<file path="config.mk">
export PLATFORM = sky130hd
export DESIGN_NAME = uart_pkt_scheduler
export DESIGN_NICKNAME = d
export VERILOG_FILES = /design/src/rtl/uart_pkt_scheduler.sv
export SDC_FILE = /design/constraint.sdc
export NUM_CORES = 1
export LEC_CHECK = 0
export ABC_AREA = 1
export BUFFER_PORTS_ARGS = -buffer_cell sky130_fd_sc_hd__buf_2
export CAP_MARGIN = 20
export CORE_MARGIN = 1.5
export CORE_UTILIZATION = 59
export DETAILED_ROUTE_END_ITERATION = 10
export PLACE_DENSITY = 0.72
export SLEW_MARGIN = 20
export SYNTH_ARGS = -nofsm -noshare
export SYNTH_HDL_FRONTEND = slang
export SYNTH_SLANG_ARGS = --single-unit
</file>
<file path="constraint.sdc">
create_clock -name clk -period 3.9 [get_ports clk]
set_clock_uncertainty 0.2 [all_clocks]
set_input_delay 0.39 -clock clk [delete_from_list [all_inputs] [get_ports clk]]
set_output_delay 0.39 -clock clk [all_outputs]
set_load 0.005 [all_outputs]
</file>
<file path="src/rtl/uart_pkt_scheduler.sv">
// uart_pkt_scheduler: buffers UART RX bytes in a FIFO and emits them to the
// WiFi transmit path as packets of {length header, payload} on a
// valid/ready byte stream. A packet starts on a size threshold, an idle
// timeout, or an explicit flush request.
module uart_pkt_scheduler #(
  parameter int DEPTH       = 64,
  parameter int PKT_MAX     = 32,
  parameter int IDLE_CYCLES = 1000
) (
  input  logic                     clk,
  input  logic                     rst,
  input  logic [7:0]               rx_data,
  input  logic                     rx_valid,
  input  logic                     flush_req,
  output logic [7:0]               tx_data,
  output logic                     tx_valid,
  input  logic                     tx_ready,
  output logic                     tx_last,
  output logic [$clog2(DEPTH):0]   fifo_level,
  output logic                     overflow
);

  localparam int AW = $clog2(DEPTH);
  localparam int LW = AW + 1;
  localparam int CW = $clog2(IDLE_CYCLES + 1);

  localparam logic [LW-1:0] DEPTH_L   = LW'(DEPTH);
  localparam logic [LW-1:0] PKT_MAX_L = LW'(PKT_MAX);
  localparam logic [CW-1:0] IDLE_L    = CW'(IDLE_CYCLES);

  typedef enum logic [1:0] {
    S_IDLE,
    S_HDR,
    S_DATA
  } state_t;

  state_t        state_reg;
  logic [7:0]    mem [DEPTH];
  logic [AW-1:0] wr_ptr_reg;
  logic [AW-1:0] rd_ptr_reg;
  logic [CW-1:0] idle_cnt_reg;
  logic [7:0]    len_reg;
  logic [7:0]    remaining_reg;

  logic          push;
  logic          pop;
  logic          start;
  logic [7:0]    start_len;
  logic [AW-1:0] rd_ptr_inc;

  // Decode FIFO push/pop, packet start condition and the packet length to latch.
  // Fullness is judged on the registered level, so a same-cycle pop never
  // makes room for an incoming byte.
  always_comb begin
    push       = rx_valid && (fifo_level != DEPTH_L);
    pop        = (state_reg == S_DATA) && tx_ready;
    start      = (state_reg == S_IDLE) && (fifo_level != '0) &&
                 ((fifo_level >= PKT_MAX_L) || (idle_cnt_reg == IDLE_L) || flush_req);
    start_len  = (fifo_level >= PKT_MAX_L) ? 8'(PKT_MAX) : 8'(fifo_level);
    rd_ptr_inc = rd_ptr_reg + AW'(1);
  end

  // Byte storage; contents need no reset because the pointers define validity.
  always_ff @(posedge clk) begin
    if (push) begin
      mem[wr_ptr_reg] <= rx_data;
    end
  end

  // FIFO pointers, registered level and the overflow pulse for dropped bytes.
  always_ff @(posedge clk or posedge rst) begin
    if (rst) begin
      wr_ptr_reg <= '0;
      rd_ptr_reg <= '0;
      fifo_level <= '0;
      overflow   <= 1'b0;
    end else begin
      if (push) begin
        wr_ptr_reg <= wr_ptr_reg + AW'(1);
      end
      if (pop) begin
        rd_ptr_reg <= rd_ptr_inc;
      end
      overflow <= rx_valid && !push;
      case ({push, pop})
        2'b10:   fifo_level <= fifo_level + LW'(1);
        2'b01:   fifo_level <= fifo_level - LW'(1);
        default: fifo_level <= fifo_level;
      endcase
    end
  end

  // Idle counter: counts quiet cycles while data waits in IDLE, saturating.
  always_ff @(posedge clk or posedge rst) begin
    if (rst) begin
      idle_cnt_reg <= '0;
    end else if (rx_valid || start) begin
      idle_cnt_reg <= '0;
    end else if ((state_reg == S_IDLE) && (fifo_level != '0) && (idle_cnt_reg != IDLE_L)) begin
      idle_cnt_reg <= idle_cnt_reg + CW'(1);
    end
  end

  // Packet sequencer: header then payload, all stream outputs registered.
  // The next payload byte is read ahead from the FIFO on each handshake; it is
  // always inside the latched length, so it was written before the packet began.
  always_ff @(posedge clk or posedge rst) begin
    if (rst) begin
      state_reg     <= S_IDLE;
      len_reg       <= '0;
      remaining_reg <= '0;
      tx_data       <= '0;
      tx_valid      <= 1'b0;
      tx_last       <= 1'b0;
    end else begin
      case (state_reg)
        S_IDLE: begin
          if (start) begin
            len_reg   <= start_len;
            tx_data   <= start_len;
            tx_valid  <= 1'b1;
            tx_last   <= 1'b0;
            state_reg <= S_HDR;
          end
        end
        S_HDR: begin
          if (tx_ready) begin
            remaining_reg <= len_reg;
            tx_data       <= mem[rd_ptr_reg];
            tx_last       <= (len_reg == 8'd1);
            state_reg     <= S_DATA;
          end
        end
        S_DATA: begin
          if (tx_ready) begin
            remaining_reg <= remaining_reg - 8'd1;
            if (remaining_reg == 8'd1) begin
              tx_valid  <= 1'b0;
              tx_data   <= '0;
              tx_last   <= 1'b0;
              state_reg <= S_IDLE;
            end else begin
              tx_data <= mem[rd_ptr_inc];
              tx_last <= (remaining_reg == 8'd2);
            end
          end
        end
        default: begin
          state_reg <= S_IDLE;
        end
      endcase
    end
  end

endmodule

</file>
==> results.toml <==
[yosys]
async_flop_share_pct = 10.0
netlist_area_um2 = 29600
synth_top_area_cell = "edfxtp_1"
synth_area_per_cell_um2 = 8.36
synth-edff-count = 512
synth_seq_cells = 569
yosysMostFrequentCell = "nand2_1"
yosysWarnings = 0
yosysSeqAreaShare_pct = 56.7
yosysUniqueCellTypes = 36
synth.top_cell.area_share_pct = 51.9
synth_fp_nets = 3571
synth_area_leaders = "edfxtp_1 52%, nand2_1 16%, nand3_1 7.6%"
syn_inst = 3544
synthTopCellsByCount = "1245 x nand2_1, 512 x edfxtp_1, 449 x nor2_1"
ys.flop_type = "edfxtp_1"

[sta]
finalCritPeriodShare_pct = 85.6
fin_crit_ns = 3.34
rsz0062_at_grt = "no"
max_freq_mhz = 300
final-hold-violation-count = 0
setup_viol = 0
fin_ws_ns = 0.562
worst_pin_slew_ns = 1.10
maxSlewViolCount = 0
setup_tns_ns = 0
slew_headroom_pct = 27.0

[clock_network]
cts_made_buffers = 60
htree_levels = 2
ctsHoldBuffers = 3
tritoncts = "built"
cts_max_path_buffers = 3
post_cts_buffers = 0
clkTransAtPathRegs_ns = 0.06
clock-sinks = 569
cts_resized = 0
clk_latency_ns = 0.63
cts-root-buf = "clkbuf_16"

[hold_path]
min_delay_path_depth = 6
worstHoldPathType = "in -> reg"
holdPathEnd = "len_reg[4]"
min_from = "flush_req"

[grt]
grt_max_degree = 218
grt_pass1_wl_um = 135000
grt_use_total_pct = 35.0
grt_antenna_before_repair = 0
overflow = 0
grt_pass1_vias = 23300

[setup_path]
worstSetupEndpointType = "register"
critical_path.max_fanout = 5
arrival_ns = 3.64
critical_path_required_ns = 4.20
ff2ff_setup_slack_ns = 0.56
reg2reg_from = "fifo_level[0]"
reg2reg_depth = 14
path_class = "reg -> reg"
worstSetupStartpointType = "register"
r2r-end = "fifo_level[6]"

[detailed_routing]
first_pass_iters = 7
drcViolationCount = 0
drt-initial-drc-count = 3217
wl_um = 89300
wl_per_cell_um = 21.0
postRouteAntennaNets = 0
vias = 25200
viasPerCell = 5.94

[power_and_ir_drop]
irDropWorstVdd_v = 0.00108
p_leak_nw = 13.3
powerDensity_nw_per_um2 = 808

[floorplanning]
die_h_um = 227
core_um2 = 49300
io-pin-count = 31
initial_core_util_pct = 60.2
placementRows = 81
die_w_um = 227
die-area_um2 = 51600

[job]
maxCapViolations = 0

[finish]
final_cells = 4249
largest_reg_flops = 512
finalNetCount = 3561
fill_cells = 3948
num_antenna_cells = 0
area_delta_synth_final_pct = 10.2
layout-drive-gt1-share_pct = 6.81

[placement]
dp.cells = 4133
io_buffers = 30
gp_congestion = 1.01
pre_cts_ws_ns = 0.614
dp_hpwl_um = 57800

[status]
status = "finished clean"
==> cell usage in the layout, fill, tap and decap left out, types with 13 or more instances in the layout <==
| master | Yosys | final |
|---|---|---|
| a21oi_1 | 47 | 47 |
| buf_12 | 0 | 16 |
| buf_2 | 109 | 29 |
| buf_4 | 17 | 97 |
| clkbuf_16 | 0 | 62 |
| clkinv_1 | 2 | 24 |
| clkinv_2 | 0 | 13 |
| dfrtp_1 | 57 | 55 |
| edfxtp_1 | 512 | 512 |
| ha_1 | 14 | 13 |
| inv_1 | 170 | 168 |
| nand2_1 | 1245 | 1245 |
| nand3_1 | 447 | 447 |
| nor2_1 | 449 | 449 |
| nor3_1 | 19 | 19 |
| o211ai_1 | 30 | 30 |
| o21ai_0 | 239 | 239 |
| o21ai_1 | 28 | 28 |
| o22ai_1 | 18 | 18 |
==> metal layers <==
layer	vias to the layer above	track usage, %	part of all wire [%]
li1	11700	-	-
met1	11800	47.9	39
met2	1423	53.5	45
met3	265	7.49	11
met4	0	17.0	5.2
met5	-	0	0
==> through the flow <==
stage	util (%)	hold slack (ns)	area, um2	power (W)
finish	66.3	0.0899	32600	0.0264
global route	66.3	0.0984	32600	0.0279
CTS	66.3	0.0771	32600	0.0261
detailed placement	62.3	0.273	30700	0.0204
global placement	62.3	0.281	30700	0.0202
floorplan	-	0.266	29600	0.0163
==> kinds of logic after synthesis <==
family	synth area share (%)
adder cells (fa/ha/maj)	0.591
buffers and inverters	5.74
flip-flops	56.7
XOR/XNOR	0.667
AO/OA/AOI/OAI	6.62
AND/OR/NAND/NOR	29.7
==> layout make-up <==
class	count	area, um2	share of cell area, %
tap	664	831	2.55
clock inverter	42	349	1.07
timing repair buffer	145	1220	3.75
sequential	569	16800	51.5
inverter	179	682	2.09
multi-input combinational	2579	11200	34.2
clock buffer	71	1590	4.86
==> critical path, cell delays in order, from the launching register on <==
cell     delay [ns]
dfrtp_1        0.43
nor4_1         0.57
nand3_1        0.17
nand2_1        0.20
ha_1           0.23
xnor2_1        0.13
inv_1          0.08
ha_1           0.18
a21oi_1        0.20
nor3_1         0.11
o21ai_0        0.23
nor2_1         0.08
o21ai_0        0.16
nand3_1        0.11
xor2_1         0.15
==> how the worst max path moves through the flow <==
| stage | slack (ns) | to | start | cells after the start |
|---|---|---|---|---|
| 2_1_floorplan | 0.90 | fifo_level[6] | fifo_level[0] | 15 |
| 3_3_place_gp | 0.60 | fifo_level[6] | fifo_level[0] | 14 |
| 3_5_place_dp | 0.61 | fifo_level[6] | fifo_level[0] | 14 |
| 4_1_cts | 0.58 | fifo_level[6] | fifo_level[0] | 14 |
| 5_1_grt | 0.34 | fifo_level[5] | fifo_level[0] | 13 |
| 6_report | 0.56 | fifo_level[6] | fifo_level[0] | 14 |
==> report_power, final <==
| group | leakage, nW | internal (W) | switching, W | total (W) |
|---|---|---|---|---|
| Sequential | 5.34 | 0.00705 | 0.000348 | 0.00740 |
| Combinational | 7.03 | 0.00387 | 0.00943 | 0.0133 |
| Clock | 0.944 | 0.00327 | 0.00239 | 0.00566 |
(Power assumes the default switching activity.)
